[src/rtl/set_pkg.sv]
// Shared definitions for the set counter job dispatcher: modes, FSM encoding,
// descriptor field layout.
package set_pkg;

  localparam logic [1:0] MODE_SINGLE = 2'b00;
  localparam logic [1:0] MODE_AND    = 2'b01;
  localparam logic [1:0] MODE_XOR    = 2'b10;
  localparam logic [1:0] MODE_RSV    = 2'b11;

  localparam logic [2:0] ST_IDLE  = 3'd0;
  localparam logic [2:0] ST_ISSUE = 3'd1;
  localparam logic [2:0] ST_ACK   = 3'd2;
  localparam logic [2:0] ST_WAIT  = 3'd3;
  localparam logic [2:0] ST_DONE  = 3'd4;

  localparam int CENTRAL_W = 24;
  localparam int RADIUS_W  = 12;
  localparam int MODE_W    = 2;
  localparam int JOB_W     = CENTRAL_W + RADIUS_W + MODE_W;

  // central = {x1,y1,x2,y2,8'h00}, radius = {r1,r2,4'h0}
  localparam int CEN_X1_LSB = 20;
  localparam int CEN_Y1_LSB = 16;
  localparam int CEN_X2_LSB = 12;
  localparam int CEN_Y2_LSB = 8;
  localparam int RAD_R1_LSB = 8;
  localparam int RAD_R2_LSB = 4;

  typedef struct packed {
    logic [CENTRAL_W-1:0] central;
    logic [RADIUS_W-1:0]  radius;
    logic [MODE_W-1:0]    mode;
  } job_t;

endpackage

[src/rtl/set_req_fifo.sv]
// Request FIFO: power-of-two depth, registered ready derived from next occupancy.
module set_req_fifo
  import set_pkg::*;
#(
  parameter int DEPTH = 4,
  parameter int W     = JOB_W + 4
) (
  input  logic         clk,
  input  logic         rst,
  input  logic         push_valid,
  input  logic [W-1:0] push_data,
  output logic         push_ready,
  input  logic         pop,
  output logic [W-1:0] pop_data,
  output logic         empty
);

  localparam int AW = $clog2(DEPTH);
  localparam int CW = AW + 1;

  logic [W-1:0]  mem_q [DEPTH];
  logic [AW-1:0] wr_ptr_q, wr_ptr_d;
  logic [AW-1:0] rd_ptr_q, rd_ptr_d;
  logic [CW-1:0] count_q, count_d;
  logic          ready_q, ready_d;
  logic          push, pop_ok;

  assign push   = push_valid && ready_q;
  assign pop_ok = pop && (count_q != '0);

  always_comb begin
    wr_ptr_d = wr_ptr_q + AW'(push);
    rd_ptr_d = rd_ptr_q + AW'(pop_ok);
    count_d  = count_q + CW'(push) - CW'(pop_ok);
    ready_d  = (count_d != CW'(DEPTH));
  end

  always_ff @(posedge clk or posedge rst) begin
    if (rst) begin
      wr_ptr_q <= '0;
      rd_ptr_q <= '0;
      count_q  <= '0;
      ready_q  <= 1'b0;
    end else begin
      wr_ptr_q <= wr_ptr_d;
      rd_ptr_q <= rd_ptr_d;
      count_q  <= count_d;
      ready_q  <= ready_d;
    end
  end

  // Storage needs no reset; occupancy alone decides what is valid.
  always_ff @(posedge clk) begin
    if (push) mem_q[wr_ptr_q] <= push_data;
  end

  assign pop_data   = mem_q[rd_ptr_q];
  assign empty      = (count_q == '0);
  assign push_ready = ready_q;

endmodule

[src/rtl/set_job_dispatcher.sv]
// Issues buffered jobs to the lattice-point set counter one at a time and
// returns the count (or a watchdog error) on a single-entry response slot.
module set_job_dispatcher
  import set_pkg::*;
#(
  parameter int DEPTH   = 4,
  parameter int TAG_W   = 4,
  parameter int TIMEOUT = 512
) (
  input  logic             clk,
  input  logic             rst,
  input  logic             req_valid,
  output logic             req_ready,
  input  logic [23:0]      req_central,
  input  logic [11:0]      req_radius,
  input  logic [1:0]       req_mode,
  input  logic [TAG_W-1:0] req_tag,
  output logic             set_en,
  output logic [23:0]      set_central,
  output logic [11:0]      set_radius,
  output logic [1:0]       set_mode,
  input  logic             set_busy,
  input  logic             set_valid,
  input  logic [7:0]       set_candidate,
  output logic             rsp_valid,
  input  logic             rsp_ready,
  output logic [7:0]       rsp_candidate,
  output logic [TAG_W-1:0] rsp_tag,
  output logic             rsp_err
);

  localparam int FW   = JOB_W + TAG_W;
  localparam int WD_W = (TIMEOUT > 1) ? $clog2(TIMEOUT) : 1;

  logic [2:0]       state_q, state_d;
  job_t             job_q, job_d;
  logic [TAG_W-1:0] tag_q, tag_d;
  logic [WD_W-1:0]  wd_q, wd_d, wd_dec;
  logic             rsp_valid_q, rsp_valid_d;
  logic [7:0]       rsp_cand_q, rsp_cand_d;
  logic [TAG_W-1:0] rsp_tag_q, rsp_tag_d;
  logic             rsp_err_q, rsp_err_d;

  logic          fifo_pop, fifo_empty;
  logic [FW-1:0] fifo_head;
  job_t          head_job;
  logic          slot_free, done, wd_zero, cap, cap_err;

  set_req_fifo #(.DEPTH(DEPTH), .W(FW)) u_fifo (
    .clk        (clk),
    .rst        (rst),
    .push_valid (req_valid),
    .push_data  ({req_central, req_radius, req_mode, req_tag}),
    .push_ready (req_ready),
    .pop        (fifo_pop),
    .pop_data   (fifo_head),
    .empty      (fifo_empty)
  );

  assign head_job  = job_t'(fifo_head[FW-1:TAG_W]);
  assign slot_free = !rsp_valid_q || rsp_ready;
  assign done      = set_valid && !set_busy;
  // Saturating countdown: expiry fires on the cycle the count lands on zero,
  // so the error response follows set_en by exactly TIMEOUT cycles.
  assign wd_dec    = (wd_q == '0) ? '0 : wd_q - 1'b1;
  assign wd_zero   = (wd_dec == '0);

  always_comb begin
    state_d  = state_q;
    job_d    = job_q;
    tag_d    = tag_q;
    wd_d     = wd_q;
    fifo_pop = 1'b0;
    cap      = 1'b0;
    cap_err  = 1'b0;
    case (state_q)
      ST_IDLE: begin
        if (!fifo_empty) begin
          fifo_pop = 1'b1;
          job_d    = head_job;
          tag_d    = fifo_head[TAG_W-1:0];
          state_d  = ST_ISSUE;
        end
      end
      ST_ISSUE: begin
        wd_d    = WD_W'(TIMEOUT - 1);
        state_d = ST_ACK;
      end
      ST_ACK: begin
        // A stale set_valid from the previous job is deliberately ignored here.
        wd_d = wd_dec;
        if (wd_zero && slot_free) begin
          cap     = 1'b1;
          cap_err = 1'b1;
          state_d = ST_DONE;
        end else if (set_busy) begin
          state_d = ST_WAIT;
        end
      end
      ST_WAIT: begin
        wd_d = wd_dec;
        if (done && slot_free) begin
          cap     = 1'b1;
          state_d = ST_DONE;
        end else if (wd_zero && slot_free) begin
          cap     = 1'b1;
          cap_err = 1'b1;
          state_d = ST_DONE;
        end
      end
      ST_DONE:  state_d = ST_IDLE;
      default:  state_d = ST_IDLE;
    endcase
  end

  always_comb begin
    rsp_valid_d = rsp_valid_q;
    rsp_cand_d  = rsp_cand_q;
    rsp_tag_d   = rsp_tag_q;
    rsp_err_d   = rsp_err_q;
    if (cap) begin
      rsp_valid_d = 1'b1;
      rsp_cand_d  = cap_err ? 8'd0 : set_candidate;
      rsp_tag_d   = tag_q;
      rsp_err_d   = cap_err;
    end else if (rsp_valid_q && rsp_ready) begin
      rsp_valid_d = 1'b0;
    end
  end

  always_ff @(posedge clk or posedge rst) begin
    if (rst) begin
      state_q     <= ST_IDLE;
      job_q       <= '0;
      tag_q       <= '0;
      wd_q        <= '0;
      rsp_valid_q <= 1'b0;
      rsp_cand_q  <= '0;
      rsp_tag_q   <= '0;
      rsp_err_q   <= 1'b0;
    end else begin
      state_q     <= state_d;
      job_q       <= job_d;
      tag_q       <= tag_d;
      wd_q        <= wd_d;
      rsp_valid_q <= rsp_valid_d;
      rsp_cand_q  <= rsp_cand_d;
      rsp_tag_q   <= rsp_tag_d;
      rsp_err_q   <= rsp_err_d;
    end
  end

  assign set_en        = (state_q == ST_ISSUE);
  assign set_central   = job_q.central;
  assign set_radius    = job_q.radius;
  assign set_mode      = job_q.mode;
  assign rsp_valid     = rsp_valid_q;
  assign rsp_candidate = rsp_cand_q;
  assign rsp_tag       = rsp_tag_q;
  assign rsp_err       = rsp_err_q;

endmodule

[config.mk]
export PLATFORM = sky130hd
export DESIGN_NAME = set_job_dispatcher
export DESIGN_NICKNAME = d
export VERILOG_FILES = /design/src/rtl/set_pkg.sv /design/src/rtl/set_req_fifo.sv /design/src/rtl/set_job_dispatcher.sv
export SDC_FILE = /design/constraint.sdc
export NUM_CORES = 1
export LEC_CHECK = 0
export BUFFER_PORTS_ARGS = -buffer_cell sky130_fd_sc_hd__buf_2
export CAP_MARGIN = 20
export CELL_PAD_IN_SITES_DETAIL_PLACEMENT = 0
export CELL_PAD_IN_SITES_GLOBAL_PLACEMENT = 2
export CORE_MARGIN = 3
export CORE_UTILIZATION = 42
export DETAILED_ROUTE_END_ITERATION = 7
export PLACE_DENSITY_LB_ADDON = 0.1
export SLEW_MARGIN = 0
export SYNTH_ARGS = -nofsm -noshare
export SYNTH_HDL_FRONTEND = slang
export SYNTH_SLANG_ARGS = --single-unit
[constraint.sdc]
create_clock -name clk -period 4.6 [get_ports clk]
set_input_delay 0 -clock clk [delete_from_list [all_inputs] [get_ports clk]]
set_output_delay 0 -clock clk [all_outputs]
set_load 0.02 [all_outputs]
* Word-level counts from Yosys, hierarchy flattened
Memories as Yosys holds them, arrays and structs flattened. A register that Yosys moved wholly into a read port is not among the register bits. Cells that the tools add are included.
Storage, ports and cells: flip-flop bits (word level) 34, bits in latches 0, bits in writable memories 168, memory bits (read-only) 0, input bits 56, output and inout port bits 54, word-level logic and storage cells 63, memories 1
Memories:
- u_fifo.mem_q | words 4, bits a word 42, read ports 1, clocked after Yosys merged registers in 1, write ports 1, RTL line set_req_fifo.sv:21 | logic [W-1:0] mem_q [DEPTH];
Operators by class: $add $sub $neg 5, multiply operators 0, divide/modulo/power cells 0, order comparisons 0, equal/unequal tests 7, shift operators 0, muxes and demuxes 20, bitwise operators 1, reductions and logical operators 19
Operators with widths (number):
- $logic_not A9 Y1 | 2
- $pmux W9 S2 | 1
- $mux W3 | 5
- $pmux W3 S4 | 1
- $mux W1 | 9
- $mux W9 | 1
- $ne A3 B3 Y1 const B | 3
- $sub A9 B1 Y9 const B | 1
- $mux W8 | 1
- $eq A3 B2 Y1 const B | 2
- $logic_and A1 B1 Y1 | 6
- $logic_not A3 Y1 | 2
- $add A2 B1 Y2 | 2
- $pmux W1 S2 | 2
- $reduce_bool A2 Y1 | 2
- $add A3 B1 Y3 | 1
- $eq A3 B1 Y1 const B | 1
- $reduce_and A3 Y1 | 1
- $reduce_bool A3 Y1 | 1
- $sub A3 B1 Y3 | 1
- $logic_not A1 Y1 | 2
- $ne A2 B2 Y1 const B | 1
- $reduce_and A2 Y1 | 1
- $reduce_or A2 Y1 | 1
- other kinds (2) | 2

* Longest topological paths before layout
Gate-level depths: netlist of run 1.
word-level depth 8, mapped depth 11, mapped depth without buffers 10

* By module
Synthesis of run 1 repeated with hierarchy kept, for this count alone.
Second synthesis, totals: cell total of the unflattened synthesis 484, area, all modules 9441.6 um2
Modules (own cells, without submodules):
- set_req_fifo | times used 1, cells an instance 250, area each 6507.5 um2, seq. area each 5245.0 um2
- set_job_dispatcher | times used 1, cells an instance 234, area each 2934.1 um2, seq. area each 1701.6 um2

* Least setup slack after synthesis of run 1
OpenSTA, ideal clock, no wires.
kind register to register, from register u_fifo.ready_q, in the netlist u_fifo.push_ready, to memory u_fifo.mem_q[1][0] (netlist name), enable pin, setup time 0.502 ns, arrival time 3.710 ns, required time 4.098 ns, slack 0.387 ns, cell stages (with the launch flop) 3, path buffers 0, clock period less this slack 4.213 ns, cell sequence dfrtp_1 -> nand2_1 -> nor3b_1
On the way: longest elaborated chain between the ends 3
Ends and longest elaborated chain:
- start, declared | RTL line set_req_fifo.sv:25 | logic ready_q, ready_d;
- start signal, assigned | RTL line set_req_fifo.sv:48 | ready_q <= ready_d;
- $logic_and A1 B1 Y1 | RTL line set_req_fifo.sv:28 | assign push = push_valid && ready_q;
- $mux W1 | RTL line set_req_fifo.sv:54 | if (push) mem_q[wr_ptr_q] <= push_data;
- $mux W1 (implied by the code) | RTL line set_req_fifo.sv:54
- end, declared | RTL line set_req_fifo.sv:21
Every way passes these cells.

* Worst setup path in the final report of run 1
from register wd_q[0], to register rsp_tag_q[0], in the netlist rsp_tag[0]
On the way: longest elaborated chain between the ends 7, elaborated cells on any way between the ends 8, classes of those cells 1 x add/sub; 4 x mux; 3 x reduce/logical
Ends and longest elaborated chain:
- start, declared | RTL line set_job_dispatcher.sv:38 | logic [WD_W-1:0] wd_q, wd_d, wd_dec;
- start signal, assigned | RTL line set_job_dispatcher.sv:145 | wd_q <= wd_d;
- $sub A9 B1 Y9 / $logic_not A9 Y1 (equally long branches) | RTL line set_job_dispatcher.sv:65 | assign wd_dec = (wd_q == '0) ? '0 : wd_q - 1'b1;
- $mux W9 (*) | RTL line set_job_dispatcher.sv:65
- $logic_not A9 Y1 (*) | RTL line set_job_dispatcher.sv:66 | assign wd_zero = (wd_dec == '0);
- $logic_and A1 B1 Y1 (*) | RTL line set_job_dispatcher.sv:92, set_job_dispatcher.sv:105
- $mux W1 (*) | RTL line set_job_dispatcher.sv:92, set_job_dispatcher.sv:105
- $mux W1 | RTL line set_job_dispatcher.sv:102 | if (done && slot_free) begin
- $pmux W1 S2 (*) | RTL line set_job_dispatcher.sv:76 | case (state_q)
- end signal, assigned | RTL line set_job_dispatcher.sv:148 | rsp_tag_q <= rsp_tag_d;
- end, declared | RTL line set_job_dispatcher.sv:41 | logic [TAG_W-1:0] rsp_tag_q, rsp_tag_d;
Every way passes the cells marked *; elsewhere a longest branch is shown, timed or not. A chain may end at the register's enable or synchronous reset.

==> impl_metrics.json, run 1 <==
{
  "timing.slew.headroom_pct": 38.98,
  "postSynthCellCount": 440,
  "post_synth.cell_area_avg_um2": 20.82,
  "postCtsResizedCells": 0,
  "port_buffers": 109,
  "clock_sinks": 244,
  "min_delay_worst_type": "input pin to async pin",
  "clk_transition_reported_paths_ns": 0.06,
  "crit_type": "flip-flop to flip-flop",
  "critPathRequiredTime_ns": 5.00,
  "highest_count_cells_in_the_layout_ignoring_fill_and_taps": "edfxtp_1 (168), buf_2 (109), dfrtp_1 (74)",
  "cts-root-to-sink-buffers": 3,
  "synth_fp_nets": 502,
  "synth_top_area_share_pct": 55.08,
  "grt-ovfl-total": 0,
  "grt_max_degree": 59,
  "globalRouteTotalUtil_pct": 15.30,
  "cts_tree": "done",
  "place_ws_ns": 2.168,
  "yosys.cell_types.count": 48,
  "fp-row-count": 53,
  "number_of_global_route_vias_before_repair": 5133,
  "grt_setup_unrepaired": "no",
  "top_achievable_clock_speed_ghz": 0.4065,
  "multi_input_comb_area_mm2": 0.002120,
  "synth_area_leaders": "edfxtp_1 (55%), dfrtp_1 (21%), mux4_2 (10%)",
  "setup_slack_ns": 2.140,
  "seq_area_frac_synth_pct": 75.85,
  "num_antenna_cells": 0,
  "synth_async_sr_flop_share_pct": 31.15,
  "drive_gt1_share_pct": 39.66,
  "critPathLaunchType": "flip-flop",
  "setup_viol": 0,
  "grt_first_pass_wirelength_um": 28740,
  "clock_skew_ns": 0.01146,
  "run_status": "complete, no violations",
  "io_pins": 110,
  "remaining_drc_errors": 0,
  "ys.flop_type": "edfxtp_1",
  "tightest_slew_ns": 0.9153,
  "layout_commonest_cell": "edfxtp_1",
  "cts_made_buffers": 26,
  "worst_skew_pair.late_latency_ns": 0.52,
  "grt_antenna_before_repair": 0,
  "first_iter_violations": 201,
  "timing.critical_path.fanout_max": 14,
  "finish.instance_area_mm2": 0.01142,
  "routed_via_density": 5.096,
  "dr.pass1.iters": 4,
  "wirelength_um": 17780,
  "end_kind": "flip-flop",
  "dr_total_vias": 4678,
  "cts_root_buf": "clkbuf_16",
  "place_congestion": 0.7208,
  "seq_area_mm2": 0.006952,
  "synth.cell_area_mm2": 0.009159,
  "finalNetCount": 685,
  "data_arrival_time_of_the_worst_path_ns": 2.86,
  "synth-seq-cells": 244,
  "timing_hold_violations_final": 0,
  "placed_area_mm2": 0.01008,
  "syn2layout_area_growth_pct": 24.73,
  "finalMaxSlewViolations": 0,
  "clock_tree.htree_level_count": 1,
  "ir_drop_v": 0.0003303,
  "die_width_um": 153.7,
  "fp.dieArea_mm2": 0.02361,
  "num-fill-cells": 1693,
  "core_area_mm2": 0.02122,
  "setup_tns_ns": 0,
  "fin_crit_sh_pct": 53.48,
  "total_power_per_unit_cell_area_mw_per_mm2": 656.3,
  "netlist.top_cell.by_area": "edfxtp_1",
  "route.antenna.remaining_nets": 0,
  "hpwlAfterDp_um": 10260,
  "die_height_um": 153.7,
  "yosysWarningCount": 0,
  "detail_route.wl_per_cell_um": 19.37,
  "number_of_maximum_capacitance_violations": 0,
  "finalCriticalPeriod_ns": 2.460,
  "synth_edf_count": 168,
  "p_total_uw": 7498,
  "floorplan.initialDensity_pct": 43.16,
  "leakagePower_uw": 0.004303
}
## final timing paths
check	cells past startpoint	slack, ns	from	endpoint
setup / recovery	7	2.14	wd_q[0]$_DFFE_PP0P_	rsp_tag[0]$_DFFE_PP0P_
hold / removal	3	0.01	rst	set_central[18]$_DFFE_PP0P_
setup reg to reg	7	2.14	wd_q[0]$_DFFE_PP0P_	rsp_tag[0]$_DFFE_PP0P_
hold reg to reg	1	0.50	rsp_candidate[2]$_DFFE_PP0P_	rsp_candidate[2]$_DFFE_PP0P_
max in group asynchronous	4	3.35	rst	u_fifo.rd_ptr_q[0]$_DFF_PP0_
min in group clk	4	0.11	set_valid	state_q[1]$_DFFE_PP0P_
## what timing repair did
action,CTS,global route
hold buffers,54,0
endpoints found under the setup margin,0,0
endpoints found under the hold margin,197,0
buffers inserted,0,0
## through the flow
stage	std cells	utilization (%)	hold WS, ns
3_5_place_dp	816	47.49	0.02229
5_1_grt	918	53.83	0.03432
3_3_place_gp	816	47.49	0.01590
4_1_cts	918	53.83	0.003753
2_1_floorplan	440	-	0.09887
6_report	918	53.83	0.01125
## cell families after synthesis
group	Yosys count	synth area share [%]
adders and majority gates	6	0.9016
buffers and inverters	29	1.284
xor gates and xnor gates	5	0.4782
and+or+nand+nor	38	2.841
AOI/OAI and AO/OA	30	2.500
DFF	244	75.85
muxes	88	16.15
## registers in the layout, indices dropped and copies added (netlist names)
name	flops
set_central	24
rsp_valid	1
u_fifo.count_q	3
u_fifo.wr_ptr_q	2
u_fifo.rd_ptr_q	2
tag_q	4
rsp_tag	4
set_mode	2
state_q	3
u_fifo.mem_q	168
rsp_err	1
u_fifo.push_ready	1
rsp_candidate	8
wd_q	9
set_radius	12
## final cells by class
cell class | count | area share (%)
well taps | 275 | 3.012
repair buffers | 173 | 10.16
inverters | 11 | 0.3724
clock inverters | 6 | 0.4600
clock buffers | 42 | 6.583
multi-input cells | 167 | 18.55
flip-flops and latches | 244 | 60.85
## report_power, final
group	internal [uW]	total [uW]	switching, uW
clock	1170	1960	789
combinational	1060	2160	1100
sequential	3000	3380	385
## layer usage
metal | track usage, % | part of all wire (%) | vias up
met5 | 0 | 0 | -
met4 | 4.037 | 1.5 | 0
met3 | 3.068 | 4.9 | 25
met2 | 25.72 | 50 | 110
met1 | 20.64 | 43 | 2416
li1 | - | - | 2127
## synthesized netlist by cell type, types with 2 or more instances
| master | number |
|---|---|
| and3_1 | 2 |
| clkbuf_1 | 12 |
| o21ai_0 | 4 |
| mux2_4 | 4 |
| nor3b_1 | 2 |
| nand2b_1 | 2 |
| xor2_1 | 2 |
| nor4_2 | 2 |
| ha_1 | 5 |
| buf_1 | 4 |
| a22o_1 | 8 |
| nand4_1 | 2 |
| xnor2_1 | 3 |
| o31ai_1 | 6 |
| edfxtp_1 | 168 |
| inv_1 | 10 |
| or3_1 | 2 |
| mux4_2 | 42 |
| dfrtp_1 | 76 |
| nor2_1 | 4 |
| nor3_1 | 3 |
| a21oi_1 | 4 |
| mux2_2 | 42 |
| or4_1 | 2 |
| nand2_1 | 6 |
## critical path: stages, from the launching register on
cell	delay, ns
dfrtp_1	0.42
inv_1	0.07
ha_1	0.21
nor4b_1	0.51
nand4_1	0.20
a221oi_2	0.40
o21ai_4	0.20
mux2_4	0.33
No activity file was read; power rests on OpenSTA's default activity.
==> run 2: changes to the inputs <==
--- a/config.mk
+++ b/config.mk
@@ -5,12 +5,13 @@
 export SDC_FILE = /design/constraint.sdc
 export NUM_CORES = 1
 export LEC_CHECK = 0
+export ABC_AREA = 1
 export BUFFER_PORTS_ARGS = -buffer_cell sky130_fd_sc_hd__buf_2
 export CAP_MARGIN = 20
 export CELL_PAD_IN_SITES_DETAIL_PLACEMENT = 0
 export CELL_PAD_IN_SITES_GLOBAL_PLACEMENT = 2
 export CORE_MARGIN = 3
-export CORE_UTILIZATION = 42
+export CORE_UTILIZATION = 35
 export DETAILED_ROUTE_END_ITERATION = 7
 export PLACE_DENSITY_LB_ADDON = 0.1
 export SLEW_MARGIN = 0
==> constraint.sdc (replaced) <==
create_clock -name clk -period 2.2 [get_ports clk]
set_input_delay 0 -clock clk [delete_from_list [all_inputs] [get_ports clk]]
set_output_delay 0 -clock clk [all_outputs]
set_load 0.02 [all_outputs]
==> run 2 against run 1 <==
Clock skew up 0.0027 ns. Die area is 24% higher. Routed wire length up 27%. Sequential share of layout area decreased by 3.8 points. Non-clock buffer count is 14 higher. First-iteration DRC count rose by 100%. Via count increased by 38%. Setup slack worse by 2.0 ns. Critical path type unchanged. Largest cell class unchanged. Largest power group unchanged. Highest routed layer unchanged.
==> impl_metrics.json, run 2 <==
{
  "run_status": "complete, no violations",
  "ys.flop_type": "edfxtp_1",
  "setup_viol": 0,
  "timing.critical_path.fanout_max": 3,
  "grt_antenna_before_repair": 0,
  "cts_tree": "done",
  "synth.cell_area_mm2": 0.009542,
  "leakagePower_uw": 0.004772,
  "cts_made_buffers": 28,
  "routed_via_density": 4.808,
  "seq_area_mm2": 0.006952,
  "cts-root-to-sink-buffers": 3,
  "switchingPower_uw": 6284,
  "num_antenna_cells": 0,
  "synthTopCellsByCount": "nor2_1 (226), edfxtp_1 (168), o21ai_0 (88)",
  "multi_input_comb_area_mm2": 0.002380,
  "p_int_uw": 10910,
  "dr_total_vias": 6477,
  "num-fill-cells": 2443,
  "largest_register": "u_fifo.mem_q",
  "synth-seq-cells": 244,
  "rr_startpoint": "state_q[2]$_DFFE_PP0P_",
  "number_of_maximum_capacitance_violations": 0,
  "dr.pass1.iters": 4,
  "die_width_um": 171.1,
  "combinational_power_share_pct": 34.3,
  "p_total_uw": 17190,
  "postSynthCellCount": 813,
  "detail_route.wl_per_cell_um": 16.72,
  "clock_tree.htree_level_count": 1,
  "fp.dieArea_mm2": 0.02928,
  "cts_root_buf": "clkbuf_16",
  "synth_area_leaders": "edfxtp_1 (53%), dfrtp_1 (20%), nor2_1 (8.9%)",
  "place_ws_ns": 0.1125,
  "sequentialPowerShare_pct": 40.2,
  "syn2layout_area_growth_pct": 27.72,
  "post_layout_utilization_of_the_core_pct": 46.11,
  "layout_commonest_cell": "nor2_1",
  "setup_slack_ns": 0.1328,
  "seq_area_frac_synth_pct": 72.80,
  "synth_fp_nets": 875,
  "fin_hold_ws_ns": 0.03332,
  "finish.instance_area_mm2": 0.01219,
  "port_buffers": 109,
  "tightest_slew_ns": 0.6419,
  "hpwlAfterDp_um": 12480,
  "clock_sinks": 244,
  "first_iter_violations": 410,
  "synth_edf_count": 168,
  "wirelength_um": 22520,
  "timing_hold_violations_final": 0,
  "core_area_mm2": 0.02643,
  "remaining_drc_errors": 0,
  "die_height_um": 171.1,
  "route.antenna.remaining_nets": 0,
  "data_arrival_time_of_the_worst_path_ns": 2.50,
  "power_frac_clock_pct": 25.6,
  "synth_async_sr_flop_share_pct": 31.15,
  "fin_crit_sh_pct": 93.97,
  "max_reg_flops": 168,
  "end_kind": "flip-flop",
  "globalRouteTotalUtil_pct": 15.55,
  "netlist.top_cell.by_area": "edfxtp_1",
  "place_congestion": 0.7445,
  "worst_skew_pair.late_latency_ns": 0.54,
  "io_pins": 110,
  "total_power_per_unit_cell_area_mw_per_mm2": 1411,
  "highest_count_cells_in_the_layout_ignoring_fill_and_taps": "nor2_1 (225), edfxtp_1 (168), buf_2 (109)",
  "post_synth.cell_area_avg_um2": 11.74,
  "worst-r2r-cell-count": 12,
  "fp-row-count": 59,
  "min_delay_worst_type": "input pin to async pin",
  "netSwitchingFraction_pct": 36.55,
  "top_achievable_clock_speed_ghz": 0.4837,
  "synth_top_area_share_pct": 52.87,
  "timing.slew.headroom_pct": 57.21,
  "grt_max_degree": 86,
  "r2r-end": "u_fifo.push_ready$_DFF_PP0_",
  "ir_drop_v": 0.0005682,
  "grt-ovfl-total": 0,
  "placed_area_mm2": 0.01070,
  "yosys.cell_types.count": 32,
  "critPathLaunchType": "flip-flop",
  "number_of_global_route_vias_before_repair": 6540,
  "clk_transition_reported_paths_ns": 0.07,
  "clock_skew_ns": 0.01418,
  "drive_gt1_share_pct": 20.65,
  "yosysWarningCount": 0,
  "finalCriticalPeriod_ns": 2.067,
  "crit_type": "flip-flop to flip-flop",
  "critPathRequiredTime_ns": 2.63,
  "floorplan.initialDensity_pct": 36.10,
  "finalNetCount": 1053,
  "finalMaxSlewViolations": 0,
  "grt_first_pass_wirelength_um": 35490,
  "synth.most_common_cell": "nor2_1",
  "regToRegSetupSlack_ns": 0.13
}
run 2: cell count changes after synthesis, moves of 4 or more:
| cell | change |
|---|---|
| nor2_2 | +4 |
| nand3_1 | +18 |
| o21ai_0 | +84 |
| a21oi_1 | +6 |
| nor2_1 | +222 |
| o31ai_1 | -6 |
| nand2_1 | +58 |
| a31oi_1 | +42 |
| mux2_2 | -42 |
| inv_1 | +26 |
| a22o_1 | -8 |
| mux2_4 | -4 |
| mux4_2 | -42 |
| clkbuf_1 | +18 |
run 2: layout make-up:
class                   count  share of cell area [%]
well taps                 335                   3.439
clock buffers              38                   6.140
flip-flops and latches    244                   57.04
inverters                  42                   1.335
multi-input cells         488                   19.53
repair buffers            187                   11.40
clock inverters            13                   1.119
run 2: cells by family (layout without fill, tap and decap cells):
group / Yosys count / after routing / share of synthesized area, %
flops: 244 / 244 / 72.80
buf+inv: 81 / 280 / 3.344
simple gates: 331 / 331 / 14.19
compound gates: 146 / 146 / 8.340
fa+ha+maj: 6 / 6 / 0.8655
xor+xnor: 5 / 5 / 0.4589
run 2: stage by stage:
stage	instances	TNS, ns
after floorplan	813	-87.47
after global placement	1237	0
after detailed placement	1237	0
after CTS	1343	0
after global routing	1347	-0.01106
final	1347	0
run 2: routing by layer:
metal  global-route usage (%)  vias up  share of wire (%)
met1                    20.51     3128                 44
met5                        0        -                  0
met4                    4.164        0                2.1
li1                         -     3162                  -
met3                    2.865       41                5.1
met2                    26.60      146                 48
run 2: worst max-delay path: stages (launching register included):
cell	delay [ns]
dfrtp_1	0.40
nor2_1	0.13
nand2_2	0.10
nor2_4	0.14
ha_4	0.22
inv_4	0.05
ha_4	0.11
inv_2	0.03
fa_2	0.35
xnor2_2	0.15
xor2_1	0.16
inv_1	0.07
nand2_1	0.05
run 2: worst max path at each step:
stage	slack, ns	to	depth (start not counted)	startpoint
after floorplan	-0.52	u_fifo.mem_q[0][0]$_DFFE_PP_	2	u_fifo.push_ready$_DFF_PP0_
after global placement	0.14	u_fifo.push_ready$_DFF_PP0_	12	state_q[0]$_DFFE_PP0P_
after detailed placement	0.11	u_fifo.push_ready$_DFF_PP0_	12	state_q[0]$_DFFE_PP0P_
after CTS	0.07	u_fifo.push_ready$_DFF_PP0_	12	state_q[0]$_DFFE_PP0P_
after global routing	-0.005	rsp_candidate[5]$_DFFE_PP0P_	13	wd_q[0]$_DFFE_PP0P_
final	0.13	u_fifo.push_ready$_DFF_PP0_	12	state_q[2]$_DFFE_PP0P_
run 2: what timing repair did:
item                                   4_1_cts  5_1_grt
endpoints found under the hold margin      257        0
hold buffers                                55        0
setup endpoints to repair                    0       15
setup buffers                                0        4
resized for setup                            0        6
run 2: power by group through the flow:
stage	clock [uW]	sequential [uW]	combinational, uW
2_1_floorplan	0	7370	3360
3_3_place_gp	0	6980	5740
4_1_cts	4550	6930	5960
3_5_place_dp	0	7010	5850
6_report	4390	6910	5890
5_1_grt	4740	7060	6690
==> run 3: changes to the inputs <==
--- a/config.mk
+++ b/config.mk
@@ -6,13 +6,14 @@
 export NUM_CORES = 1
 export LEC_CHECK = 0
 export ABC_AREA = 1
-export BUFFER_PORTS_ARGS = -buffer_cell sky130_fd_sc_hd__buf_2
+export BUFFER_PORTS_ARGS = -buffer_cell sky130_fd_sc_hd__buf_4
 export CAP_MARGIN = 20
 export CELL_PAD_IN_SITES_DETAIL_PLACEMENT = 0
 export CELL_PAD_IN_SITES_GLOBAL_PLACEMENT = 2
 export CORE_MARGIN = 3
 export CORE_UTILIZATION = 35
 export DETAILED_ROUTE_END_ITERATION = 7
+export MAX_ROUTING_LAYER = met4
 export PLACE_DENSITY_LB_ADDON = 0.1
 export SLEW_MARGIN = 0
 export SYNTH_ARGS = -nofsm -noshare
==> run 3 against run 2 <==
Setup slack worse by 0.0026 ns. Design area rose by 2.5%. Final cell count hardly changed. Critical path depth unchanged. Clock skew shrank 0.0019 ns. Register-to-register slack about the same. Largest cell class unchanged. Largest power group unchanged. Highest routed layer unchanged.
==> impl_metrics.json, run 3 (synthesis results as in run 2) <==
{
  "fp-row-count": 59,
  "grt_max_degree": 86,
  "detail_route.wl_per_cell_um": 16.96,
  "dr_total_vias": 6487,
  "clock_tree.htree_level_count": 1,
  "cts_tree": "done",
  "num-fill-cells": 2425,
  "top_achievable_clock_speed_ghz": 0.4831,
  "worst_skew_pair.late_latency_ns": 0.54,
  "hpwlAfterDp_um": 12820,
  "fin_hold_ws_ns": 0.1741,
  "drive_gt1_share_pct": 21.22,
  "setup_viol": 0,
  "multi_input_comb_area_mm2": 0.002374,
  "fin_crit_sh_pct": 94.08,
  "regToRegSetupSlack_ns": 0.13,
  "dr.pass1.iters": 6,
  "timing_hold_violations_final": 0,
  "data_arrival_time_of_the_worst_path_ns": 2.49,
  "ir_drop_v": 0.0006702,
  "run_status": "complete, no violations",
  "finish.instance_area_mm2": 0.01250,
  "total_power_per_unit_cell_area_mw_per_mm2": 1420,
  "end_kind": "flip-flop",
  "highest_count_cells_in_the_layout_ignoring_fill_and_taps": "nor2_1 (225), edfxtp_1 (168), buf_4 (123)",
  "die_width_um": 171.1,
  "syn2layout_area_growth_pct": 30.96,
  "floorplan.initialDensity_pct": 36.10,
  "rr_startpoint": "state_q[2]$_DFFE_PP0P_",
  "globalRouteTotalUtil_pct": 16.16,
  "clk_transition_reported_paths_ns": 0.06,
  "min_delay_worst_type": "input pin to async pin",
  "grt-ovfl-total": 0,
  "die_height_um": 171.1,
  "critPathRequiredTime_ns": 2.62,
  "routed_via_density": 4.812,
  "crit_type": "flip-flop to flip-flop",
  "clock_skew_ns": 0.01224,
  "leakagePower_uw": 0.004906,
  "finalNetCount": 1053,
  "route.antenna.remaining_nets": 0,
  "r2r-end": "u_fifo.push_ready$_DFF_PP0_",
  "grt_first_pass_wirelength_um": 35730,
  "cts_root_buf": "clkbuf_16",
  "cts_made_buffers": 28,
  "timing.slew.headroom_pct": 51.95,
  "placed_area_mm2": 0.01096,
  "number_of_global_route_vias_before_repair": 6621,
  "first_iter_violations": 308,
  "finalCriticalPeriod_ns": 2.070,
  "port_buffers": 109,
  "worst-r2r-cell-count": 12,
  "cts-root-to-sink-buffers": 3,
  "fp.dieArea_mm2": 0.02928,
  "number_of_maximum_capacitance_violations": 0,
  "finalMaxSlewViolations": 0,
  "layout_commonest_cell": "nor2_1",
  "critPathLaunchType": "flip-flop",
  "tightest_slew_ns": 0.7207,
  "grt_setup_unrepaired": "no",
  "grt_antenna_before_repair": 0,
  "timing.critical_path.fanout_max": 3,
  "largest_register": "u_fifo.mem_q",
  "core_area_mm2": 0.02643,
  "max_reg_flops": 168,
  "io_pins": 110,
  "place_congestion": 0.7393,
  "clock_sinks": 244,
  "num_antenna_cells": 0,
  "wirelength_um": 22860,
  "seq_area_mm2": 0.006952,
  "remaining_drc_errors": 0
}
==> run 3: cell type report <==
class,instances,share of cell area [%]
clock buffers,37,6.278
clock inverters,15,1.362
inverters,42,1.282
multi-input cells,488,18.99
flip-flops and latches,244,55.63
well taps,335,3.354
repair buffers,187,13.10
==> run 3: metrics by stage <==
step                setup WS (ns)  instances  power (uW)  setup TNS [ns]  utilization [%]
finish                     0.1302       1348       17750               0            47.28
detailed placement        0.07750       1239       13180               0            41.48
global route             0.009981       1348       18980               0            47.28
floorplan                 -0.5202        813       10730          -87.47                -
CTS                       0.05762       1346       17990               0            47.18
global placement           0.1325       1239       13000               0            41.48
==> run 3: where the power goes <==
part	internal [uW]	leakage (uW)	switching [uW]	total, uW
clock network	2860	0.000463	1810	4680
logic	2270	0.00205	3880	6150
registers	6260	0.00239	663	6920
==> run 3: timing repair <==
action	4_1_cts	5_1_grt
hold buffers	55	0
endpoints found under the setup margin	0	15
buffers inserted	0	2
gates resized for setup	0	5
endpoints found under the hold margin	228	0
==> run 3: worst max path at each step <==
stage                                 from                      endpoint  slack [ns]  cells after the start
5_1_grt             state_q[2]$_DFFE_PP0P_   u_fifo.push_ready$_DFF_PP0_        0.01                     12
2_1_floorplan  u_fifo.push_ready$_DFF_PP0_  u_fifo.mem_q[0][0]$_DFFE_PP_       -0.52                      2
3_3_place_gp        state_q[0]$_DFFE_PP0P_   u_fifo.count_q[2]$_DFF_PP0_        0.13                     11
6_report            state_q[2]$_DFFE_PP0P_   u_fifo.push_ready$_DFF_PP0_        0.13                     12
4_1_cts             state_q[0]$_DFFE_PP0P_   u_fifo.push_ready$_DFF_PP0_        0.06                     12
3_5_place_dp        state_q[0]$_DFFE_PP0P_   u_fifo.push_ready$_DFF_PP0_        0.08                     12
==> run 3: critical path: stages (launching register included) <==
cell,delay [ns]
dfrtp_1,0.39
nor2_1,0.13
nand2_2,0.11
nor2_4,0.16
ha_4,0.21
inv_2,0.06
ha_4,0.12
inv_2,0.03
fa_2,0.35
xnor2_2,0.15
xor2_1,0.14
inv_1,0.07
nand2_1,0.05
==> run 3: per-layer routing <==
metal	track usage [%]	part of all wire, %	vias to the layer above
met1	20.23	45	3170
li1	-	-	3161
met2	27.72	50	122
met4	4.199	2.1	0
met5	-	0	-
met3	2.380	3.7	34
